File: src/rtl/alu_arbiter_if.sv
// rtl/alu_arbiter_if.sv - requester, response and shared-ALU signal bundle for alu_arbiter
interface alu_arbiter_if #(
    parameter int N = 32
);
    logic         req0_valid;
    logic         req0_ready;
    logic [3:0]   req0_op;
    logic [N-1:0] req0_a;
    logic [N-1:0] req0_b;
    logic         rsp0_valid;
    logic         rsp0_ready;
    logic [N-1:0] rsp0_data;
    logic         rsp0_zero;
    logic         rsp0_overflow;

    logic         req1_valid;
    logic         req1_ready;
    logic [3:0]   req1_op;
    logic [N-1:0] req1_a;
    logic [N-1:0] req1_b;
    logic         rsp1_valid;
    logic         rsp1_ready;
    logic [N-1:0] rsp1_data;
    logic         rsp1_zero;
    logic         rsp1_overflow;

    logic [3:0]   alu_op;
    logic [N-1:0] alu_inA;
    logic [N-1:0] alu_inB;
    logic [N-1:0] alu_out;
    logic         alu_zero;
    logic         alu_overflow;

    modport slave (
        input  req0_valid, req0_op, req0_a, req0_b, rsp0_ready,
        input  req1_valid, req1_op, req1_a, req1_b, rsp1_ready,
        input  alu_out, alu_zero, alu_overflow,
        output req0_ready, rsp0_valid, rsp0_data, rsp0_zero, rsp0_overflow,
        output req1_ready, rsp1_valid, rsp1_data, rsp1_zero, rsp1_overflow,
        output alu_op, alu_inA, alu_inB
    );

    modport master (
        output req0_valid, req0_op, req0_a, req0_b, rsp0_ready,
        output req1_valid, req1_op, req1_a, req1_b, rsp1_ready,
        output alu_out, alu_zero, alu_overflow,
        input  req0_ready, rsp0_valid, rsp0_data, rsp0_zero, rsp0_overflow,
        input  req1_ready, rsp1_valid, rsp1_data, rsp1_zero, rsp1_overflow,
        input  alu_op, alu_inA, alu_inB
    );
endinterface

File: src/rtl/alu_arbiter.sv
// rtl/alu_arbiter.sv - two-requester arbiter for one shared ALU (IDLE/EXEC/RESP)
// ALU_ARB_FIXED_PRIO_EN selects fixed priority (req0 wins); default is round-robin.
module alu_arbiter #(
    parameter int N = 32
) (
    input  logic            clock,
    input  logic            reset_n,
    alu_arbiter_if.slave    bus
);
    typedef enum logic [1:0] {IDLE, EXEC, RESP} state_t;

    state_t state, state_next;
    logic   owner;
    logic   grant_sel;
    logic   handshake;
    logic   rsp_ack;

`ifndef ALU_ARB_FIXED_PRIO_EN
    logic   last_grant;
`endif

    // grant_sel names the requester that would win if both contend
    always_comb begin
`ifdef ALU_ARB_FIXED_PRIO_EN
        grant_sel = ~bus.req0_valid;
`else
        grant_sel = (bus.req0_valid && bus.req1_valid) ? ~last_grant : bus.req1_valid;
`endif
    end

    always_comb begin
        state_next     = state;
        bus.req0_ready = 1'b0;
        bus.req1_ready = 1'b0;
        handshake      = 1'b0;
        rsp_ack        = owner ? bus.rsp1_ready : bus.rsp0_ready;
        case (state)
            IDLE: begin
                // ready is gated by reset_n so nothing is offered while reset is held
                if (reset_n && (bus.req0_valid || bus.req1_valid)) begin
                    bus.req0_ready = ~grant_sel;
                    bus.req1_ready = grant_sel;
                    handshake      = 1'b1;
                    state_next     = EXEC;
                end
            end
            EXEC:    state_next = RESP;
            RESP:    if (rsp_ack) state_next = IDLE;
            default: state_next = IDLE;
        endcase
    end

    assign bus.rsp0_valid = (state == RESP) && !owner;
    assign bus.rsp1_valid = (state == RESP) && owner;

    always_ff @(posedge clock or negedge reset_n) begin
        if (!reset_n) begin
            state             <= IDLE;
            owner             <= 1'b0;
`ifndef ALU_ARB_FIXED_PRIO_EN
            last_grant        <= 1'b1;
`endif
            bus.alu_op        <= '0;
            bus.alu_inA       <= '0;
            bus.alu_inB       <= '0;
            bus.rsp0_data     <= '0;
            bus.rsp0_zero     <= 1'b0;
            bus.rsp0_overflow <= 1'b0;
            bus.rsp1_data     <= '0;
            bus.rsp1_zero     <= 1'b0;
            bus.rsp1_overflow <= 1'b0;
        end else begin
            state <= state_next;
            if (handshake) begin
                owner       <= grant_sel;
`ifndef ALU_ARB_FIXED_PRIO_EN
                last_grant  <= grant_sel;
`endif
                bus.alu_op  <= grant_sel ? bus.req1_op : bus.req0_op;
                bus.alu_inA <= grant_sel ? bus.req1_a  : bus.req0_a;
                bus.alu_inB <= grant_sel ? bus.req1_b  : bus.req0_b;
            end
            if (state == EXEC) begin
                if (owner) begin
                    bus.rsp1_data     <= bus.alu_out;
                    bus.rsp1_zero     <= bus.alu_zero;
                    bus.rsp1_overflow <= bus.alu_overflow;
                end else begin
                    bus.rsp0_data     <= bus.alu_out;
                    bus.rsp0_zero     <= bus.alu_zero;
                    bus.rsp0_overflow <= bus.alu_overflow;
                end
            end
        end
    end
endmodule

File: src/flat_wrapper.sv
// flat-port wrapper written by rule: the top's interface ports become plain ports
module alu_arbiter_flat 
#(
    parameter int N = 32
)
  (clock, reset_n, bus_req0_valid, bus_req0_op, bus_req0_a, bus_req0_b, bus_rsp0_ready, bus_req1_valid, bus_req1_op, bus_req1_a, bus_req1_b, bus_rsp1_ready, bus_alu_out, bus_alu_zero, bus_alu_overflow, bus_req0_ready, bus_rsp0_valid, bus_rsp0_data, bus_rsp0_zero, bus_rsp0_overflow, bus_req1_ready, bus_rsp1_valid, bus_rsp1_data, bus_rsp1_zero, bus_rsp1_overflow, bus_alu_op, bus_alu_inA, bus_alu_inB);
  alu_arbiter_if #(.N(N)) bus_i ();
  input  logic clock;
  input  logic reset_n;
  input wire logic [$bits(bus_i.req0_valid)-1:0] bus_req0_valid;
  input wire logic [$bits(bus_i.req0_op)-1:0] bus_req0_op;
  input wire logic [$bits(bus_i.req0_a)-1:0] bus_req0_a;
  input wire logic [$bits(bus_i.req0_b)-1:0] bus_req0_b;
  input wire logic [$bits(bus_i.rsp0_ready)-1:0] bus_rsp0_ready;
  input wire logic [$bits(bus_i.req1_valid)-1:0] bus_req1_valid;
  input wire logic [$bits(bus_i.req1_op)-1:0] bus_req1_op;
  input wire logic [$bits(bus_i.req1_a)-1:0] bus_req1_a;
  input wire logic [$bits(bus_i.req1_b)-1:0] bus_req1_b;
  input wire logic [$bits(bus_i.rsp1_ready)-1:0] bus_rsp1_ready;
  input wire logic [$bits(bus_i.alu_out)-1:0] bus_alu_out;
  input wire logic [$bits(bus_i.alu_zero)-1:0] bus_alu_zero;
  input wire logic [$bits(bus_i.alu_overflow)-1:0] bus_alu_overflow;
  output wire logic [$bits(bus_i.req0_ready)-1:0] bus_req0_ready;
  output wire logic [$bits(bus_i.rsp0_valid)-1:0] bus_rsp0_valid;
  output wire logic [$bits(bus_i.rsp0_data)-1:0] bus_rsp0_data;
  output wire logic [$bits(bus_i.rsp0_zero)-1:0] bus_rsp0_zero;
  output wire logic [$bits(bus_i.rsp0_overflow)-1:0] bus_rsp0_overflow;
  output wire logic [$bits(bus_i.req1_ready)-1:0] bus_req1_ready;
  output wire logic [$bits(bus_i.rsp1_valid)-1:0] bus_rsp1_valid;
  output wire logic [$bits(bus_i.rsp1_data)-1:0] bus_rsp1_data;
  output wire logic [$bits(bus_i.rsp1_zero)-1:0] bus_rsp1_zero;
  output wire logic [$bits(bus_i.rsp1_overflow)-1:0] bus_rsp1_overflow;
  output wire logic [$bits(bus_i.alu_op)-1:0] bus_alu_op;
  output wire logic [$bits(bus_i.alu_inA)-1:0] bus_alu_inA;
  output wire logic [$bits(bus_i.alu_inB)-1:0] bus_alu_inB;
  assign bus_i.req0_valid = bus_req0_valid;
  assign bus_i.req0_op = bus_req0_op;
  assign bus_i.req0_a = bus_req0_a;
  assign bus_i.req0_b = bus_req0_b;
  assign bus_i.rsp0_ready = bus_rsp0_ready;
  assign bus_i.req1_valid = bus_req1_valid;
  assign bus_i.req1_op = bus_req1_op;
  assign bus_i.req1_a = bus_req1_a;
  assign bus_i.req1_b = bus_req1_b;
  assign bus_i.rsp1_ready = bus_rsp1_ready;
  assign bus_i.alu_out = bus_alu_out;
  assign bus_i.alu_zero = bus_alu_zero;
  assign bus_i.alu_overflow = bus_alu_overflow;
  assign bus_req0_ready = bus_i.req0_ready;
  assign bus_rsp0_valid = bus_i.rsp0_valid;
  assign bus_rsp0_data = bus_i.rsp0_data;
  assign bus_rsp0_zero = bus_i.rsp0_zero;
  assign bus_rsp0_overflow = bus_i.rsp0_overflow;
  assign bus_req1_ready = bus_i.req1_ready;
  assign bus_rsp1_valid = bus_i.rsp1_valid;
  assign bus_rsp1_data = bus_i.rsp1_data;
  assign bus_rsp1_zero = bus_i.rsp1_zero;
  assign bus_rsp1_overflow = bus_i.rsp1_overflow;
  assign bus_alu_op = bus_i.alu_op;
  assign bus_alu_inA = bus_i.alu_inA;
  assign bus_alu_inB = bus_i.alu_inB;
  alu_arbiter #(.N(N)) u_core (.clock(clock), .reset_n(reset_n), .bus(bus_i));
endmodule
File: config.mk
export PLATFORM = sky130hd
export DESIGN_NAME = alu_arbiter_flat
export DESIGN_NICKNAME = d
export VERILOG_FILES = /design/src/rtl/alu_arbiter_if.sv /design/src/rtl/alu_arbiter.sv /design/src/flat_wrapper.sv
export SDC_FILE = /design/constraint.sdc
export NUM_CORES = 1
export LEC_CHECK = 0
export CAP_MARGIN = 20
export CORE_MARGIN = 2
export CORE_UTILIZATION = 30
export CTS_BUF_LIST = sky130_fd_sc_hd__clkbuf_4 sky130_fd_sc_hd__clkbuf_8 sky130_fd_sc_hd__clkbuf_16
export CTS_CLUSTER_DIAMETER = 60
export CTS_CLUSTER_SIZE = 10
export DETAILED_ROUTE_END_ITERATION = 10
export GPL_TIMING_DRIVEN = 0
export PLACE_DENSITY = 0.75
export SYNTH_ARGS = -nofsm -noshare
export SYNTH_HDL_FRONTEND = slang
export SYNTH_SLANG_ARGS = --single-unit
export TNS_END_PERCENT = 100
File: constraint.sdc
create_clock -name clock -period 3 [get_ports clock]
set_input_delay 0.9 -clock clock [delete_from_list [all_inputs] [get_ports clock]]
set_output_delay 0.9 -clock clock [all_outputs]
set_load 0.1 [all_outputs]
Yosys cells after proc, flatten, opt, wreduce, memory -nomap -nowiden
Cells that the tools add are included.
- register bits after elaboration: 140
- bits of input ports: 176
- output and inout bits: 140
- logic and storage cells: 43
- eq/ne operators: 4
- multiplexer cells: 14
- bitwise gates (word level): 3
- reductions and logical operators: 10
- operators by type and width (cell ; number):
    2-to-1 mux 32 bit ; 2
    2-to-1 mux 1 bit ; 8
    one-hot mux 2 bit (3 select lines) ; 1
    AND reduction 2 bit ; 3
    logical AND 1 bit ; 4
    2-to-1 mux 2 bit ; 2
    2-to-1 mux 4 bit ; 1
    != test 2 x 1 -> 1 bit, second input constant ; 2
    NOT 1 bit ; 3
    == test 2 x 1 -> 1 bit, second input constant ; 1
    == test 2 bit, second input constant ; 1
    zero test 2 bit ; 1
    zero test 1 bit ; 1
    logical OR 1 bit ; 1

Longest topological paths before layout
- word-level depth: 5
- gate-level depth with buffers: 7
- mapped depth without buffers: 3

Worst setup path before layout
OpenSTA, ideal clock, no wires.
- path kind: input -> output
- start: input reset_n
- end: output bus_req0_ready
- data arrival time: 2508 ps
- data required time: 2100 ps
- slack: -408 ps
- stages: 5
- path buffers: 3
- cell sequence: or3b_1 buf_2 buf_6 buf_6 nor3b_4
- cells in the longest elaborated chain, start to end: 3
- RTL lines (item ; RTL line ; text):
    from (decl) ; flat_wrapper.sv:9 ; input logic reset_n;
    logical AND 1 bit ; alu_arbiter.sv:40 ; if (reset_n && (bus.req0_valid || bus.req1_valid)) begin
    2-to-1 mux 1 bit ; alu_arbiter.sv:40 ;
    2-to-1 mux 1 bit ; alu_arbiter.sv:37 ; case (state)
    to (decl) ; flat_wrapper.sv:23 ; output wire logic [$bits(bus_i.req0_ready)-1:0] bus_req0_ready;
No other way between the ends.

Worst setup path in the final report
Same ends and word-level chain as after synthesis.

==> flow_summary.toml <==
[synthesis]
yosys.area.top_type = "dfrtp_1"
yosys.area_share.adder = 0
synth_cell_type_count = 25
yosysSeqAreaShare = 0.590
synth_compound_area_frac = 0.118
yosysWarnings = 0
ys.flop_type = "dfrtp_1"
synth_top_area_frac = 0.585
synth_top_family_by_area = "multiplexers"
netlist_instances = 478
synth_edf_count = 0
syn_area_mm2 = 0.00594
async_flop_share = 1.00
muxShareOfSynthArea = 0.131
synth_most_common_cell = "dfrtp_1"
yosys.area_share.simple = 0.121
synthXorXnorAreaFrac = 0
synth_nets = 654
avgSynthCellArea_um2 = 12.4
synthTopCellsByCount = "dfrtp_1, nand2_1, a221o_1"
ys_ff_latch = 140
synth.area.top_cells = "dfrtp_1, a221o_1, mux2_2"

[critical_path]
cp_slowest_stage_delay_ns = 0.37
critPathLaunchType = "input port"
arrival_ns = 2.03
path_buf_inv = 3
crit_slowest_cell = "or3b_4"
end_kind = "primary output"
crit_required_ns = 2.10
path_delay_family = "simple AND/OR/NAND/NOR gates"
critPathKind = "in -> out"
crit_path_max_fanout = 22
crit_chain = "buf_16, or3b_4, buf_6, nor3b_4, buf_12"

[finish]
area_growth_pct = 72.2
nets = 994
antenna_cells = 0
drive_above_1_share = 0.140

[cts]
clk_path_buf_depth = 2
clk_pin_slew_worst_paths_ns = 0.07
h-tree-depth = 4
cts_hold_buf = 0
clk_latency_ns = 0.41
numCtsBuffers = 17
cts_tree = "done"
cts.sinks = 140
cts-root-buf = "clkbuf_16"

[global_route]
grt_max_degree = 76
grt_first_pass_wirelength_um = 30100
grt_usage = 0.190
overflow = 0
antenna_found_initial = 0
grt_pass1_vias = 5514

[route]
firstDrtPassIters = 4
drtIter0Drc = 167
drc = 0
vias = 5346
routedWlPerCell_um = 18.1
ant_nets = 0
drt-total-wl_um = 19900
vias_per_cell = 4.88

[sta]
clock_skew_ns = 0.00865
min_period_ns = 2.93
setup_violations = 0
tns_ns = 0
slew_headroom = 0.294
worst_pin_slew_ns = 1.06
drv_slew = 0
fin_crit_sh = 0.977
hold_viol_final = 0
fmax_ghz = 0.341
rsz0062_at_grt = "false"

[die]
dieArea_mm2 = 0.0209
fp.dieW_um = 145
initial_core_util = 0.305
core_mm2 = 0.0195
rows = 51
die_h_um = 145
num_io_pins = 316

[place]
gp_congestion = 0.827
port_buffers = 314
hpwl_um = 14700

[run_status]
status = "finished clean"

[worst_hold_path]
min_path_type = "in -> async"

[job]
drv_cap = 0
cell usage in the layout (no fill, tap or decap):
cell and instances:
nor3b_1 1, clkbuf_4 1, nor3_1 59, buf_6 5
bufbuf_16 2, nor3_2 9, buf_4 10, o21ai_1 1
buf_2 12, clkinvlp_4 2, dlygate4sd2_1 1, nand2b_1 2
mux2_1 30, dfstp_2 1, clkbuf_16 17, bufinv_16 4
clkbuf_1 20, nor2_1 3, a221o_1 68, nor2b_1 1
clkinv_4 3, clkdlybuf4s50_1 308, nand2_1 69, nor3b_4 1
dlymetal6s2s_1 1, buf_1 4, or3b_4 1, clkdlybuf4s15_1 1
dfrtp_1 139, a21oi_1 2, buf_12 1, inv_8 1
mux2_2 39, o21ai_0 1, and3_4 1, inv_1 3
inv_6 4, buf_16 2, or2_1 1
area by class of cell:
cell class,count,area [um2]
buffer,41,203
multi-input combinational,289,2210
sequential,140,3500
timing repair buffer,326,3330
clock buffer,18,433
fill,1735,9230
inverter,3,11.3
tap,265,332
clock inverter,14,208
path summary, 6_finish.rpt:
kind                                          startpoint                                    to  slack [ns]  depth (start not counted)
setup / recovery                                 reset_n                        bus_req0_ready        0.07                          5
hold / removal                                   reset_n      u_core.bus.alu_op[1]$_DFFE_PN0P_        0.43                          1
setup reg to reg             u_core.state[1]$_DFFE_PN0P_  u_core.bus.rsp0_data[18]$_DFFE_PN0P_        0.98                          4
hold reg to reg            u_core.last_grant$_DFFE_PN1P_         u_core.last_grant$_DFFE_PN1P_        0.48                          2
max in group asynchronous                        reset_n     u_core.bus.alu_inB[4]$_DFFE_PN0P_        1.87                          3
min in group clock         u_core.last_grant$_DFFE_PN1P_         u_core.last_grant$_DFFE_PN1P_        0.48                          2
repair_timing:
action,in CTS,in global routing
resized for setup,28,6
pin swaps,1,1
buffers inserted,2,7
gates cloned,2,0
hold endpoints to repair,0,0
setup endpoints to repair,4,2
per-stage QoR:
stage | utilization | instance area (um2) | instances | setup WS, ns | hold slack [ns]
floorplan | - | 5940 | 478 | -0.408 | 0.449
global placement | 0.484 | 9420 | 1057 | -6.48 | 0.463
detailed placement | 0.485 | 9450 | 1058 | -1.70 | 0.473
CTS | 0.524 | 10200 | 1091 | -0.164 | 0.408
global route | 0.526 | 10200 | 1096 | 0.0113 | 0.408
finish | 0.526 | 10200 | 1096 | 0.0691 | 0.432
sequential cells by signal, indices dropped and copies added (netlist names):
name                      flops
u_core.bus.rsp1_data         32
u_core.bus.alu_inB           32
u_core.owner                  1
u_core.state                  2
u_core.bus.rsp1_overflow      1
u_core.last_grant             1
u_core.bus.alu_inA           32
u_core.bus.rsp0_zero          1
u_core.bus.rsp0_data         32
u_core.bus.rsp0_overflow      1
u_core.bus.rsp1_zero          1
u_core.bus.alu_op             4
worst register-to-register path, delay by kind of cell (launching register included):
| family | cells | cell delay [ns] |
|---|---|---|
| and+or+nand+nor | 2 | 0.72 |
| DFF | 1 | 0.40 |
| buffers and inverters | 1 | 0.40 |
| muxes | 1 | 0.38 |
cells by family after synthesis:
group,after synthesis
simple gates,148
compound gates,72
mux,69
flops,140
buf+inv,49
per-layer routing:
metal	up-vias	share of wire	global-route usage
met1	2584	0.40	0.228
met2	267	0.48	0.312
met3	35	0.098	0.0688
met5	-	0	0
li1	2460	-	-
met4	0	0.026	0.0736
Power is left out: the tool's default activity adds up to more than one toggle a clock period on the data nets, which glitch-free logic cannot reach.
